`config.mk`:
```
export PLATFORM = sky130hd
export DESIGN_NAME = pub_reg_reader
export DESIGN_NICKNAME = d
export VERILOG_FILES = /design/src/rtl/pub_reg_reader_pkg.sv /design/src/rtl/pub_reg_shadow.sv /design/src/rtl/pub_reg_reader.sv
export SDC_FILE = /design/constraint.sdc
export NUM_CORES = 1
export LEC_CHECK = 0
export BUFFER_PORTS_ARGS = -buffer_cell sky130_fd_sc_hd__buf_2
export CAP_MARGIN = 20
export CORE_ASPECT_RATIO = 0.8
export CORE_MARGIN = 2
export CORE_UTILIZATION = 52
export DETAILED_ROUTE_END_ITERATION = 16
export PLACE_DENSITY = 0.83
export REMOVE_ABC_BUFFERS = 1
export SYNTH_ARGS = -nofsm -noshare
export SYNTH_HDL_FRONTEND = slang
export SYNTH_SLANG_ARGS = --single-unit
```
`constraint.sdc`:
```
create_clock -name clk -period 2 [get_ports clk]
set_input_delay 0.4 -clock clk [delete_from_list [all_inputs] [get_ports clk]]
set_output_delay 0.4 -clock clk [all_outputs]
set_load 0.05 [all_outputs]
```
`src/rtl/pub_reg_reader_pkg.sv`:
```
// Shared types and constants for the register-bank reader.
// Optional build macro: PUB_REG_READER_PARITY_EN (see pub_reg_reader.sv).
package pub_reg_reader_pkg;

  // Scan sequencer states.
  typedef enum logic [1:0] {
    IDLE = 2'd0,
    SNAP = 2'd1,
    SEND = 2'd2,
    DONE = 2'd3
  } state_t;

  localparam int DEF_NREGS = 4;
  localparam int DEF_WIDTH = 8;

  // Width of an index into a bank of n registers (at least one bit).
  function automatic int idx_w(input int n);
    return (n <= 2) ? 1 : $clog2(n);
  endfunction

endpackage

```
`src/rtl/pub_reg_shadow.sv`:
```
// Snapshot bank: captures the whole flat register bank in one cycle when
// load is high and presents one word selected by rd_idx.
module pub_reg_shadow
  import pub_reg_reader_pkg::*;
#(
  parameter int NREGS = DEF_NREGS,
  parameter int WIDTH = DEF_WIDTH,
  parameter int IDXW  = idx_w(NREGS)
) (
  input  logic                   clk,
  input  logic                   rst_n,
  input  logic                   load,
  input  logic [NREGS*WIDTH-1:0] regs_i,
  input  logic [IDXW-1:0]        rd_idx,
  output logic [WIDTH-1:0]       rd_data
);

  // Shadow words; kept as a plainly named array so the harness can reach them.
  logic [WIDTH-1:0] shadow_reg [NREGS];

  // Capture every word of the live bank on the same edge for a coherent view.
  always_ff @(posedge clk or negedge rst_n) begin
    if (!rst_n) begin
      for (int k = 0; k < NREGS; k++) shadow_reg[k] <= '0;
    end else if (load) begin
      for (int k = 0; k < NREGS; k++) shadow_reg[k] <= regs_i[k*WIDTH +: WIDTH];
    end
  end

  assign rd_data = shadow_reg[rd_idx];

endmodule

```
`src/rtl/pub_reg_reader.sv`:
```
// Register-bank reader: on start, snapshots NREGS registers and streams them
// over a valid/ready port with index, last flag and running XOR checksum.
// Optional build macro: PUB_REG_READER_PARITY_EN adds out_parity and a sticky
// parity_err flag that catches shadow words altered behind the scan's back.
module pub_reg_reader
  import pub_reg_reader_pkg::*;
#(
  parameter int NREGS = DEF_NREGS,
  parameter int WIDTH = DEF_WIDTH,
  localparam int IDXW = idx_w(NREGS)
) (
  input  logic                   clk,
  input  logic                   rst_n,
  input  logic                   start,
  input  logic [NREGS*WIDTH-1:0] regs_i,
  output logic                   busy,
  output logic                   out_valid,
  input  logic                   out_ready,
  output logic [WIDTH-1:0]       out_data,
  output logic [IDXW-1:0]        out_idx,
  output logic                   out_last,
  output logic                   done,
  output logic [WIDTH-1:0]       checksum
`ifdef PUB_REG_READER_PARITY_EN
  ,
  output logic                   out_parity,
  output logic                   parity_err
`endif
);

  localparam logic [IDXW-1:0] LAST_IDX = IDXW'(NREGS - 1);

  state_t           state_reg, state_next;
  logic [IDXW-1:0]  idx_reg;
  logic [WIDTH-1:0] checksum_reg;
  logic [WIDTH-1:0] shadow_data;
  logic             load;
  logic             handshake;
  logic             is_last;
  logic             accept_start;

  assign load         = (state_reg == SNAP);
  assign accept_start = (state_reg == IDLE) && start;
  assign is_last      = (idx_reg == LAST_IDX);
  // out_valid is purely state-decoded, so ready never feeds back into valid.
  assign handshake    = (state_reg == SEND) && out_ready;

  pub_reg_shadow #(
    .NREGS (NREGS),
    .WIDTH (WIDTH),
    .IDXW  (IDXW)
  ) u_shadow (
    .clk     (clk),
    .rst_n   (rst_n),
    .load    (load),
    .regs_i  (regs_i),
    .rd_idx  (idx_reg),
    .rd_data (shadow_data)
  );

  // Next-state logic for the snapshot/stream sequence.
  always_comb begin
    state_next = state_reg;
    case (state_reg)
      IDLE:    if (start) state_next = SNAP;
      SNAP:    state_next = SEND;
      SEND:    if (handshake && is_last) state_next = DONE;
      DONE:    state_next = IDLE;
      default: state_next = IDLE;
    endcase
  end

  // State, word index and checksum registers.
  always_ff @(posedge clk or negedge rst_n) begin
    if (!rst_n) begin
      state_reg    <= IDLE;
      idx_reg      <= '0;
      checksum_reg <= '0;
    end else begin
      state_reg <= state_next;
      if (accept_start) checksum_reg <= '0;
      else if (handshake) checksum_reg <= checksum_reg ^ shadow_data;
      if (load) idx_reg <= '0;
      else if (handshake && !is_last) idx_reg <= idx_reg + 1'b1;
    end
  end

  assign busy      = (state_reg != IDLE);
  assign out_valid = (state_reg == SEND);
  assign out_last  = out_valid && is_last;
  assign done      = (state_reg == DONE);
  assign out_data  = shadow_data;
  assign out_idx   = idx_reg;
  assign checksum  = checksum_reg;

`ifdef PUB_REG_READER_PARITY_EN
  // Parity of each word as captured, compared against the shadow word at its
  // handshake; a difference means the shadow was rewritten mid-scan.
  logic [NREGS-1:0] live_par;
  logic [NREGS-1:0] snap_par_reg;
  logic             parity_err_reg;

  for (genvar gi = 0; gi < NREGS; gi++) begin : g_par
    assign live_par[gi] = ^regs_i[gi*WIDTH +: WIDTH];
  end

  // Record snapshot parity alongside the shadow load.
  always_ff @(posedge clk or negedge rst_n) begin
    if (!rst_n) snap_par_reg <= '0;
    else if (load) snap_par_reg <= live_par;
  end

  // Sticky error, cleared when a new scan is accepted.
  always_ff @(posedge clk or negedge rst_n) begin
    if (!rst_n) parity_err_reg <= 1'b0;
    else if (accept_start) parity_err_reg <= 1'b0;
    else if (handshake && ((^shadow_data) != snap_par_reg[idx_reg])) parity_err_reg <= 1'b1;
  end

  assign out_parity = ^shadow_data;
  assign parity_err = parity_err_reg;
`endif

endmodule

```
* Yosys cells after proc, flatten, opt, wreduce, memory -nomap -nowiden
Cells that the tools add are included.
Word-level totals: output and inout port bits 22, input port bits 36, logic and storage cells 38, register bits 44
Cells by class: reductions and logical operators 11, eq/ne operators 6, bitwise operators 2, order comparisons 1, add/sub/neg operators 1, multiplexer cells 10
Operators by type and width (number):
- two-way mux 8 bit | 4
- binary-select mux 8 bit (select 2 bit) | 1
- two-way mux 2 bit | 4
- one-hot mux 2 bit (4 select lines) | 1
- bitwise XOR 8 bit | 1
- == test 2 bit, second input constant | 3
- nonzero test 2 bit | 3
- logical AND 1 bit | 5
- greater-or-equal comparator 3 bit, second input constant | 1
- NOT 2 -> 3 bit | 1
- adder 2 x 1 -> 2 bit, second input constant | 1
- == test 2 x 1 -> 1 bit, second input constant | 1
- logical NOT 2 bit | 1
- inequality test 2 x 1 -> 1 bit, second input constant | 1
- inequality test 2 bit, second input constant | 1
- AND reduction 2 bit | 1
- logical NOT 1 bit | 1

* Depth between registers and ports, before layout
word-level depth 7, gate-level depth with buffers 6, gate-level depth less buffers 5

* By module
A second synthesis with hierarchy kept.
Unflattened totals: cells, all modules 138, area total of the unflattened synthesis 2067.0 um^2
Modules (own cells, without submodules):
- pub_reg_shadow | times used 1, sequential area each 800.8 um^2, area each 1411.4 um^2, cells an instance 78
- pub_reg_reader | times used 1, sequential area each 300.3 um^2, area each 655.6 um^2, cells an instance 60

* Least setup slack after synthesis
OpenSTA, ideal clock, no wires.
path type register to output, start register idx_reg[1], in the netlist out_idx[1], end output out_data[0], data arrival time 1903 ps, stages on the path, launching flop included 5, path buffers 2, required time 1600 ps, setup slack -303 ps, cell sequence dfrtp_1 > buf_6 > buf_12 > mux2i_1 > mux2i_1
Between the ends: word-level cells in the longest chain between the ends 4
RTL lines:
- from (decl) | RTL line pub_reg_reader.sv:34 | logic [IDXW-1:0] idx_reg;
- from (signal assigned) | RTL line pub_reg_reader.sv:84 | else if (handshake && !is_last) idx_reg <= idx_reg + 1'b1;
- NOT 2 -> 3 bit (implied by the code) | RTL line pub_reg_shadow.sv:30 | assign rd_data = shadow_reg[rd_idx];
- binary-select mux 8 bit (select 2 bit) | RTL line pub_reg_shadow.sv:30
- two-way mux 8 bit (implied by the code) (2 in a row) | RTL line pub_reg_shadow.sv:30
- to (decl) | RTL line pub_reg_reader.sv:19 | output logic [WIDTH-1:0] out_data,
Every way passes these cells. The select of a mux whose other input is x is not followed.

* Final worst setup path
start register idx_reg[1], in the netlist out_idx[1], end output out_data[1]
Same word-level chain as after synthesis.

==> metrics <==
outcome finished, final reports clean; Max Buffers Root-to-Sink 2; layout cells sized above 1 48.2%; Clock Root Buffer clkbuf_8; Avg Synthesized Cell Area 13.3 um^2; post-synth top area cell dfrtp_1; Yosys warnings 0; synthesis-to-layout area growth 22.1%; DIE HEIGHT ~60 um; final WL 4110 um; Seq/Total Area, Yosys 50.8%; Lkg Pwr 1.23 nW; Setup CP Type flop to output pin; wire length per cell 14.6 um; Post-CTS Hold Buffers 0; CP top delay family multiplexers; power per cell area 1920 nW/um^2; slowest cell delay on critical path 0.41 ns; slew margin rel. 66.9%; port bufs 57; hold violation total from the final report 0; initial antenna violation count 0; Area contributors post-synth dfrtp_1 (51%), mux2_2 (17%), mux2i_1 (15%); actual slew at the worst max-slew pin around 0.5 ns; Mapped Cells 163; WP buf/inv 2; FP Rows 20; fin nets 268; clk_skew between 0.007 and 0.008 ns; Synth top area share 50.8%; fin cells 281; max reg flops 32; worst hold path class input port to asynchronous set/reset pin; worst vdd ir 1.20 mV; clock sink total 44; Yosys cell types 21; crit path cell chain buf_12 > mux2i_2 > mux2i_1 > buf_4; post-DP HPWL about 2900 um; Max Clock Freq 0.520 GHz; core region area 3900 um^2; total negative slack 0 ns; Iteration-0 DRC Markers 45; Vias 1458; Max Cap Viol 0; Max stage delay cell, worst path dfrtp_2; Initial Util between 50% and 60%; final setup fails 0; Die X 76.2 um; DR vias/cell 5.19; # H-tree levels 2; crit path DAT 1.52 ns; largest net degree at the start of global routing 45; worst-path fanout max 17; fin area 2650 um^2; Final min period 1.92 ns; RSZ-0062 raised after global routing true; Critical Path Source Type flop; grt ovf 0; Netlist Area Pre-Place 2170 um^2; placer congestion estimate just under 0.7; Clock Latency Late Sink approximately 0.30 ns; GRT Overall Usage 19.2%; commonest non-fill, non-tap cell in the layout buf_2; Die Area approximately 4700 um^2; Final Max Slew Viols 0; cts bufs inserted 5; Worst-path clk slew 0.08 ns; number of remaining DRC errors 0; dpl cell area 2530 um^2; period utilization a little over nine tenths; n_diodes 0; placed cells 273; most frequent cells in the layout buf_2 (56), dfrtp_1 (43), mux2_2 (33); nature of the critical path endpoint output pin; global-route wire length before repair 6740 um; Antenna Nets Post-Route 0; Worst Path Required 1.60 ns; vias in the first global route roughly 1500; 1st-pass router iterations 4; Top Ports 58; synthesis-stage register bit count 44; CTS tree done
-- metal layers --
metal / wire length, um / vias up / GRT usage, %
met2: 1850 / 47 / 32.4
met5: 0 / - / 0
met4: 57 / 0 / 8.57
met1: 1900 / 706 / 23.0
met3: 304 / 4 / 7.23
li1: - / 701 / -
-- timing repair --
item / in CTS / in global routing
buffers inserted: 0 / 1
resized for setup: 2 / 3
endpoints found under the setup margin: 2 / 3
-- report_power, final --
| group | internal, mW | total (mW) | switching (mW) |
|---|---|---|---|
| Clock | 0.308 | 0.601 | 0.293 |
| Combinational | 1.12 | 2.88 | 1.76 |
| Sequential | 1.33 | 1.59 | 0.256 |
-- area by class of cell --
class / instances / area (um^2)
Tap cell: 55 / 68.8
Sequential cell: 44 / 1100
Multi-Input combinational cell: 108 / 1000
Fill cell: 312 / 1260
Timing Repair Buffer: 64 / 365
Clock buffer: 7 / 96.3
Inverter: 3 / 11.3
-- logic make-up (layout without fill, tap and decap cells) --
group                    count (synthesis)  after routing  share of synthesized area [%]
AO/OA/AOI/OAI                           10             10                           3.00
multiplexers                            66             66                           32.4
XOR/XNOR                                 1              1                          0.404
adder cells (fa/ha/maj)                  6              6                           3.46
buffers and inverters                   11             74                           3.29
AND/OR/NAND/NOR                         25             25                           6.64
flip-flops                              44             44                           50.8
-- per-stage QoR --
step / hold WS, ns / worst slack, ns / power, mW / util (%)
floorplan: 0.104 / -0.552 / 3.80 / -
global placement: 0.395 / 0.374 / 4.38 / 64.8
detailed placement: 0.393 / 0.296 / 4.47 / 64.8
CTS: 0.0634 / 0.0263 / 5.09 / 67.4
global route: 0.0617 / -0.0186 / 5.39 / 67.8
finish: 0.0599 / 0.0766 / 5.07 / 67.8
-- synth_stat cells --
| cell type | instances |
|---|---|
| buf_12 | 1 |
| o22ai_1 | 8 |
| dfrtp_1 | 44 |
| mux2_2 | 33 |
| buf_2 | 5 |
| mux2i_1 | 33 |
| nand3b_1 | 1 |
| nand3_4 | 1 |
| and2_1 | 1 |
| nor2b_1 | 1 |
| nand2_1 | 10 |
| clkbuf_1 | 1 |
| buf_6 | 1 |
| inv_1 | 3 |
| ha_1 | 6 |
| o32a_1 | 1 |
| nand3b_2 | 1 |
| xor2_1 | 1 |
| nor2_1 | 2 |
| a21oi_1 | 1 |
| nand2b_1 | 8 |
-- path summary, 6_finish.rpt --
path                       cells past startpoint                   start  slack, ns                      end
setup / recovery                               4              out_idx[1]       0.08              out_data[1]
hold / removal                                 2                   rst_n       0.06  u_shadow.shadow_reg[16]
setup reg to reg                               5            state_reg[0]       0.37              checksum[3]
hold reg to reg                                1  u_shadow.shadow_reg[8]       0.51   u_shadow.shadow_reg[8]
max in group asynchronous                      2                   rst_n       1.71               out_idx[1]
min in group clk                               2              regs_i[24]       0.32   u_shadow.shadow_reg[0]
Note: power is estimated with default switching activity, not from simulation.
